$ cat src/rtl/if_id_skid_stage.sv
`default_nettype none
// ============================================================================
//  Module      : if_id_skid_stage
//  Description : IF/ID pipeline stage carrying {PC+4, instruction} from fetch
//                to decode over a valid/ready handshake, backed by a 2-entry
//                skid buffer (MAIN drives the outputs, SKID absorbs the one
//                instruction fetch can still push after decode stalls).
//                A flush squashes every held entry into a NOP bubble and the
//                squashed valid entries are counted in a saturating counter.
//  Ports       : clk, reset      - rising-edge clock, async active-high reset
//                in_valid/in_ready/in_pc/in_instr     - fetch side
//                out_valid/out_ready/out_pc/out_instr - decode side
//                flush           - synchronous squash of all held entries
//                occupancy       - number of entries held (0..2)
//                squash_cnt      - saturating count of squashed entries
//  Revision    : 1.0 - initial release
// ============================================================================
module if_id_skid_stage #(
    parameter int unsigned          PC_W      = 32,
    parameter int unsigned          INSTR_W   = 32,
    parameter logic [INSTR_W-1:0]   NOP_INSTR = '0,
    parameter int unsigned          CNT_W     = 16
) (
    input  logic               clk,
    input  logic               reset,
    input  logic               in_valid,
    output logic               in_ready,
    input  logic [PC_W-1:0]    in_pc,
    input  logic [INSTR_W-1:0] in_instr,
    output logic               out_valid,
    input  logic               out_ready,
    output logic [PC_W-1:0]    out_pc,
    output logic [INSTR_W-1:0] out_instr,
    input  logic               flush,
    output logic [1:0]         occupancy,
    output logic [CNT_W-1:0]   squash_cnt
);

    logic               r_main_valid;
    logic [PC_W-1:0]    r_main_pc;
    logic [INSTR_W-1:0] r_main_instr;
    logic               r_skid_valid;
    logic [PC_W-1:0]    r_skid_pc;
    logic [INSTR_W-1:0] r_skid_instr;
    logic [CNT_W-1:0]   r_squash_cnt;

    logic               w_accept;
    logic               w_consume;
    logic [1:0]         w_squash_add;
    logic [CNT_W:0]     w_squash_sum;
    logic [CNT_W-1:0]   w_squash_next;

    // SKID is only ever filled while MAIN is full, so "SKID empty" is exactly
    // "room for one more". Driving in_ready straight from the SKID valid flop
    // keeps out_ready off the fetch-side timing path.
    assign in_ready  = ~r_skid_valid;
    assign w_accept  = in_valid & in_ready;
    assign w_consume = r_main_valid & out_ready;

    // An entry consumed on the flush edge has been delivered; only what would
    // remain after that transfer is counted as squashed. w_consume implies
    // r_main_valid, so the subtraction never underflows.
    assign w_squash_add  = {1'b0, r_main_valid} + {1'b0, r_skid_valid} - {1'b0, w_consume};
    assign w_squash_sum  = {1'b0, r_squash_cnt} + (CNT_W+1)'(w_squash_add);
    assign w_squash_next = w_squash_sum[CNT_W] ? {CNT_W{1'b1}} : w_squash_sum[CNT_W-1:0];

    always_ff @(posedge clk or posedge reset) begin
        if (reset) begin
            r_main_valid <= 1'b0;
            r_main_pc    <= '0;
            r_main_instr <= NOP_INSTR;
            r_skid_valid <= 1'b0;
            r_skid_pc    <= '0;
            r_skid_instr <= NOP_INSTR;
            r_squash_cnt <= '0;
        end else if (flush) begin
            // Incoming instruction is dropped too: fetch restarts at the new PC.
            r_main_valid <= 1'b0;
            r_skid_valid <= 1'b0;
            r_squash_cnt <= w_squash_next;
        end else if (!r_main_valid || w_consume) begin
            if (r_skid_valid) begin
                // Older SKID entry advances first; in_ready is low so no accept.
                r_main_valid <= 1'b1;
                r_main_pc    <= r_skid_pc;
                r_main_instr <= r_skid_instr;
                r_skid_valid <= 1'b0;
            end else if (w_accept) begin
                r_main_valid <= 1'b1;
                r_main_pc    <= in_pc;
                r_main_instr <= in_instr;
            end else begin
                r_main_valid <= 1'b0;
            end
        end else if (w_accept) begin
            // Decode stalled with MAIN full: park the late arrival in SKID.
            r_skid_valid <= 1'b1;
            r_skid_pc    <= in_pc;
            r_skid_instr <= in_instr;
        end
    end

    // Empty MAIN is presented as a clean bubble regardless of stale contents.
    assign out_valid  = r_main_valid;
    assign out_pc     = r_main_valid ? r_main_pc    : '0;
    assign out_instr  = r_main_valid ? r_main_instr : NOP_INSTR;
    assign occupancy  = {1'b0, r_main_valid} + {1'b0, r_skid_valid};
    assign squash_cnt = r_squash_cnt;

endmodule
`default_nettype wire

$ cat config.mk
export PLATFORM = sky130hd
export DESIGN_NAME = if_id_skid_stage
export DESIGN_NICKNAME = d
export VERILOG_FILES = /design/src/rtl/if_id_skid_stage.sv
export SDC_FILE = /design/constraint.sdc
export NUM_CORES = 1
export LEC_CHECK = 0
export ABC_AREA = 0
export CAP_MARGIN = 20
export CORE_UTILIZATION = 46
export CTS_CLUSTER_SIZE = 30
export DETAILED_ROUTE_END_ITERATION = 8
export GPL_ROUTABILITY_DRIVEN = 0
export PLACE_DENSITY = 0.81
export RECOVER_POWER = 100
export SLEW_MARGIN = 10
export SYNTH_ARGS = -nofsm -noshare
export SYNTH_HDL_FRONTEND = slang
export SYNTH_SLANG_ARGS = --single-unit
export TNS_END_PERCENT = 50
$ cat constraint.sdc
create_clock -name clk -period 5.1 [get_ports clk]
set_input_delay 1.02 -clock clk [delete_from_list [all_inputs] [get_ports clk]]
set_output_delay 1.02 -clock clk [all_outputs]
set_load 0.02 [all_outputs]
==> impl_metrics.py, run 1 <==
metrics = {
    "synth": {
        "muxShareOfSynthArea_pct": 20.75,
        "netlist_top_cells_count": "dfrtp_1, nor2_1, a21oi_1, mux2i_1, and2_1",
        "synth-simple-area-share_pct": 13.74,
        "synth_area_leaders": "dfrtp_1, mux2i_1, mux2_2",
        "yosys_warnings": 0,
        "syn-instance-count": 582,
        "synth_seq_cells": 146,
        "synthXorXnorAreaFrac_pct": 1.175,
        "synthDominantCellAreaShare_pct": 54.45,
        "ys.flop_type": "dfrtp_1",
        "synth_area_mm2": 0.006710,
        "yosysMostFrequentCell": "dfrtp_1",
        "synth_edf_count": 0,
        "yosys.area.top_type": "dfrtp_1",
        "ys_seq_area_share_pct": 54.45,
        "synthAdderAreaFrac_pct": 1.044,
        "async_flop_share_pct": 100.0,
        "synth_top_family_by_area": "multiplexers",
        "avgSynthCellArea_um2": 11.53,
        "synth_cell_types": 33,
        "synth-compound-area-share_pct": 5.930,
        "syn_nets": 656,
    },
    "timing": {
        "tns_ns": 0,
        "fin_ws_ns": 1.372,
        "fin_crit_sh_pct": 73.09,
        "hold_viol": 0,
        "worst-slew-pin-transition_ns": 1.881,
        "fmax_mhz": 268.3,
        "slew_headroom_pct": -25.43,
        "finalMaxSlewViolations": 227,
        "rsz0062_at_grt": "false",
        "finClkSkew_ns": 0.006246,
        "min_period_ns": 3.728,
        "setup_violations": 0,
    },
    "grt": {
        "grt_usage_pct": 20.55,
        "gr-total-overflow": 0,
        "grt_pass1_vias": 4938,
        "antenna_found_initial": 0,
        "grt_pass1_wl_mm": 23.85,
        "grt_max_degree": 91,
    },
    "critical_path": {
        "r2r.worst_path.cells": 10,
        "critPathLaunchType": "flip-flop",
        "crit_top_cell": "ha_1",
        "cp_top_family": "simple AND/OR/NAND/NOR gates",
        "critical_path.max_fanout": 69,
        "path_cells": "ha_1, inv_1, ha_1, inv_1, ha_1, fa_1, nand3_1, nor4_1, nand3_2, o21ai_0",
        "crit_required_ns": 5.42,
        "worstPathArrival_ns": 4.05,
        "crit_buf_inv": 2,
        "crit_type": "reg2reg",
        "regToRegSetupSlack_ns": 1.37,
        "cp-end-kind": "flip-flop",
        "cpPeakStageDelay_ns": 1.03,
        "crit_slowest_cell": "dfrtp_2",
        "timing.rr.end": "squash_cnt[2]",
        "r2r_start": "out_valid",
    },
    "finish": {
        "multi_input_area_mm2": 0.002836,
        "final_nets": 795,
        "fill_cells": 1110,
        "regArea_mm2": 0.003659,
        "area_growth_pct": 32.15,
        "drive_gt1_share_pct": 12.53,
        "n_antenna_cell": 0,
    },
    "detailed_routing": {
        "via_per_inst": 5.275,
        "wl_mm": 14.60,
        "firstDrtPassIters": 6,
        "num_vias": 4821,
        "drt_iter0_drc": 266,
        "ant_nets": 0,
        "drc": 0,
        "post_drt_wl_per_cell_um": 15.98,
    },
    "worst_hold_path": {
        "hp-start": "r_skid_pc[30]",
        "holdPathStages": 1,
        "holdCritPathClass": "reg2reg",
        "holdPathEnd": "r_skid_pc[30]",
    },
    "clock_tree": {
        "cts_tree": "done",
        "insertion_delay_ns": 0.41,
        "cts_made_buffers": 17,
        "cts-resized-gates": 0,
        "cts.reportedPaths.clkPinSlew_ns": 0.05,
        "postCtsSetupBuffers": 0,
        "clock_path_buffers": 2,
        "root_buffer": "clkbuf_16",
        "numClockSinks": 146,
        "postCtsHoldBufs": 0,
        "cts-htree-levels": 4,
    },
    "floorplan": {
        "placementRows": 43,
        "coreArea_mm2": 0.01404,
        "pin_count": 153,
        "dieWidth_um": 122.8,
        "start_util_pct": 47.79,
        "die-area_mm2": 0.01507,
        "dieHeight_um": 122.8,
    },
    "placed_design": {
        "hpwlAfterDp_mm": 9.547,
        "post-place-ws_ns": 1.566,
        "io_buffers": 152,
    },
    "run_status": {
        "run_status": "complete, but fails checks",
        "violations": "capacitance limit, slew limit",
    },
    "pwr": {
        "cellPowerDensity_mw_per_mm2": 383.4,
        "vdd_ir_drop_max_mv": 0.2387,
        "total_power_mw": 3.400,
        "p_leak_nw": 3.770,
    },
    "run": {
        "drv_cap": 4,
    },
}
through the flow:
stage	hold WS, ns	cell area (µm²)	cells	utilization [%]
6_report	0.4954	8867	914	63.15
3_3_place_gp	0.4729	8341	882	59.40
5_1_grt	0.5119	8867	914	63.15
3_5_place_dp	0.4838	8341	882	59.40
2_1_floorplan	0.4640	6710	582	-
4_1_cts	0.4972	8919	914	63.51
report_power, final:
part	leakage, nW	switching [mW]	total, mW	internal (mW)
registers	1.72	0.158	1.55	1.40
clock network	0.278	0.460	1.19	0.734
logic	1.77	0.310	0.652	0.342
per-layer routing:
metal / GRT usage, % / wire length [µm]
met3: 4.972 / 653
met1: 24.98 / 6110
met2: 34.97 / 7585
met5: 0 / 0
met4: 8.232 / 255
cell type report:
type | instances | share of cell area [%]
Tap cell | 180 | 2.540
Multi-Input combinational cell | 394 | 31.99
Timing Repair Buffer | 157 | 17.43
Inverter | 5 | 0.2681
Sequential cell | 146 | 41.26
Clock buffer | 24 | 5.658
Clock inverter | 8 | 0.8607
cells in the final DEF (no fill, tap or decap), types with 7 or more instances in the layout:
cell type / netlist / final
mux2_1: 19 / 19
and2_1: 65 / 51
clkdlybuf4s50_1: 0 / 81
a21oi_1: 68 / 68
nand2_1: 5 / 7
dlygate4sd3_1: 0 / 71
mux2_2: 46 / 46
nor2_1: 70 / 70
and2_0: 0 / 14
clkbuf_16: 0 / 17
nand2_2: 10 / 8
xnor2_1: 7 / 7
mux2i_1: 66 / 66
dfrtp_1: 146 / 144
state kept, by name (all words and copies together), names as in the netlist:
signal and count:
squash_cnt 16, out_valid 1, r_skid_valid 1, r_main_instr 32, r_skid_pc 32, r_main_pc 32, r_skid_instr 32
worst max path at each step:
stage               from  cells after the start             end  slack [ns]
2_1_floorplan      reset                      1       out_valid        0.16
3_3_place_gp   out_ready                     10   squash_cnt[6]        1.70
3_5_place_dp   out_ready                      9   squash_cnt[2]        1.57
4_1_cts        out_valid                      2    occupancy[1]        1.65
5_1_grt        out_valid                      9  squash_cnt[13]        1.02
6_report       out_valid                     10   squash_cnt[2]        1.37
kinds of logic (layout without fill, tap and decap cells):
group | count (synthesis) | count (layout)
mux | 131 | 131
fa+ha+maj | 5 | 5
compound gates | 77 | 77
flops | 146 | 146
simple gates | 172 | 172
xor+xnor | 9 | 9
buf+inv | 42 | 194
No activity file was read; power rests on OpenSTA's default activity.
==> run 2, diff against run 1 <==
==> constraint.sdc (replaced) <==
create_clock -name clk -period 3 [get_ports clk]
set_input_delay 0.6 -clock clk [delete_from_list [all_inputs] [get_ports clk]]
set_output_delay 0.6 -clock clk [all_outputs]
set_load 0.02 [all_outputs]
==> run 2 against run 1 <==
  * The flow still finishes with violations (capacitance limit, slew limit)
  * Critical endpoint is now out_pc[23]
  * Core utilization increased by 0.98 points
  * Wire length increased by 1.9%
  * Clock-buffer cell count unchanged
  * Die area unchanged
  * Flip-flop and latch count unchanged
  * Register-to-register slack got worse by 1.0 ns
  * Combinational power increased by 72%
  * Final cell count increased by 0.66%
  * Critical path depth decreased by 7
  * Largest cell class unchanged
  * Largest power group unchanged
  * Clock power increased by 91%
  * Total power increased by 77%
==> impl_metrics.py, run 2 (synthesized netlist as in run 1, its figures left out) <==
metrics = {
    "clock_tree": {
        "cts-resized-gates": 0,
        "cts.reportedPaths.clkPinSlew_ns": 0.06,
        "numClockSinks": 146,
        "cts_tree": "done",
        "postCtsHoldBufs": 0,
        "insertion_delay_ns": 0.42,
        "cts_made_buffers": 17,
        "clock_path_buffers": 2,
        "root_buffer": "clkbuf_16",
        "postCtsSetupBuffers": 0,
        "cts-htree-levels": 4,
    },
    "finish": {
        "drive_gt1_share_pct": 12.97,
        "final_nets": 801,
        "final_cell_mix": "dfrtp_1, dlygate4sd3_1, nor2_1, clkdlybuf4s50_1, a21oi_1",
        "n_antenna_cell": 0,
        "area_growth_pct": 34.20,
        "final_common_cell": "dfrtp_1",
    },
    "grt": {
        "met3_usage_pct": 6.134,
        "antenna_found_initial": 0,
        "grt_pass1_wl_mm": 24.08,
        "grt_usage_pct": 20.95,
        "use_met2_pct": 35.36,
        "grt_pass1_vias": 4939,
        "gr-total-overflow": 0,
        "use_met1_pct": 24.95,
        "grt.busiest_layer": "met2",
        "grt_max_degree": 81,
    },
    "worst_hold_path": {
        "holdCritPathClass": "reg2reg",
    },
    "pwr": {
        "p_sw_share_pct": 26.35,
        "intPower_mw": 4.432,
        "power_frac_seq_pct": 43.5,
        "total_power_mw": 6.017,
        "cellPowerDensity_mw_per_mm2": 668.2,
        "power_switching_mw": 1.586,
        "p_leak_nw": 3.894,
        "p_comb_share_pct": 18.7,
        "pwr-share-clk_pct": 37.8,
        "vdd_ir_drop_max_mv": 0.3699,
    },
    "floorplan": {
        "placementRows": 43,
        "die-area_mm2": 0.01507,
        "coreArea_mm2": 0.01404,
        "pin_count": 153,
        "dieWidth_um": 122.8,
        "dieHeight_um": 122.8,
        "start_util_pct": 47.79,
    },
    "timing": {
        "fmax_mhz": 356.6,
        "fin_crit_sh_pct": 93.49,
        "setup_violations": 0,
        "finalMaxSlewViolations": 148,
        "whs_ns": 0.4927,
        "rsz0062_at_grt": "false",
        "min_period_ns": 2.805,
        "slew_headroom_pct": -15.00,
        "worst-slew-pin-transition_ns": 1.725,
        "finClkSkew_ns": 0.005396,
        "tns_ns": 0,
        "hold_viol": 0,
    },
    "run": {
        "drv_cap": 2,
    },
    "critical_path": {
        "cp-end-kind": "output pin",
        "crit_slowest_cell": "dlygate4sd3_1",
        "cpPeakStageDelay_ns": 0.68,
        "crit_required_ns": 2.40,
        "critical_path.max_fanout": 34,
        "path_cells": "clkbuf_2, and2_1, dlygate4sd3_1",
        "worstPathArrival_ns": 2.20,
        "crit_type": "reg2out",
        "critPathLaunchType": "flip-flop",
    },
    "detailed_routing": {
        "drc": 0,
        "num_vias": 4801,
        "post_drt_wl_per_cell_um": 16.18,
        "drt_iter0_drc": 265,
        "ant_nets": 0,
        "wl_mm": 14.88,
        "firstDrtPassIters": 4,
        "via_per_inst": 5.218,
    },
    "run_status": {
        "run_status": "complete, but fails checks",
        "violations": "capacitance limit, slew limit",
    },
    "placed_design": {
        "hpwlAfterDp_mm": 9.629,
        "io_buffers": 152,
    },
}
run 2: final timing paths:
check / slack, ns / cells past startpoint / start / to
min in group asynchronous: 1.23 / 3 / reset / r_skid_instr[16]
worst max register to register: 0.34 / 10 / r_skid_valid / squash_cnt[12]
worst min register to register: 0.49 / 1 / r_skid_pc[30] / r_skid_pc[30]
max in group asynchronous: 0.54 / 3 / reset / r_skid_valid
worst min-delay path: 0.49 / 1 / r_skid_pc[30] / r_skid_pc[30]
worst max-delay path: 0.20 / 3 / out_valid / out_pc[23]
run 2: worst max-delay path: cells and delay by family (launching register included):
family | cells | cell delay (ns)
and+or+nand+nor | 1 | 0.24
buffers and inverters | 2 | 1.17
DFF | 1 | 0.37
run 2: metrics by stage:
stage	setup WS, ns	cell area [µm²]	utilization [%]	instances
global route	0.07926	9005	64.13	920
finish	0.1954	9005	64.13	920
floorplan	0.3565	6714	-	582
CTS	0.1829	9075	64.63	920
global placement	-0.008040	8434	60.06	888
detailed placement	-0.1664	8434	60.06	888
run 2: power groups by stage:
| stage | registers [mW] | logic, mW | clock network, mW |
|---|---|---|---|
| 6_report | 2.62 | 1.12 | 2.27 |
| 5_1_grt | 2.67 | 1.24 | 2.40 |
| 4_1_cts | 2.62 | 1.21 | 2.31 |
| 3_5_place_dp | 2.65 | 1.20 | 0 |
| 3_3_place_gp | 2.61 | 1.15 | 0 |
| 2_1_floorplan | 2.62 | 0.691 | 0 |
run 2: layout make-up:
cell class	instances	area (µm²)
inverters	5	20.02
clock buffers	24	491.7
flip-flops and latches	146	3659
multi-input cells	394	2856
well taps	180	225.2
fillers	1090	5037
clock inverters	8	148.9
repair buffers	163	1604
run 2: routing by layer:
| layer | wire length (µm) | part of all wire [%] |
|---|---|---|
| met1 | 6347 | 43 |
| met2 | 7418 | 50 |
| met3 | 836 | 5.6 |
| met4 | 280 | 1.9 |
| met5 | 0 | 0 |
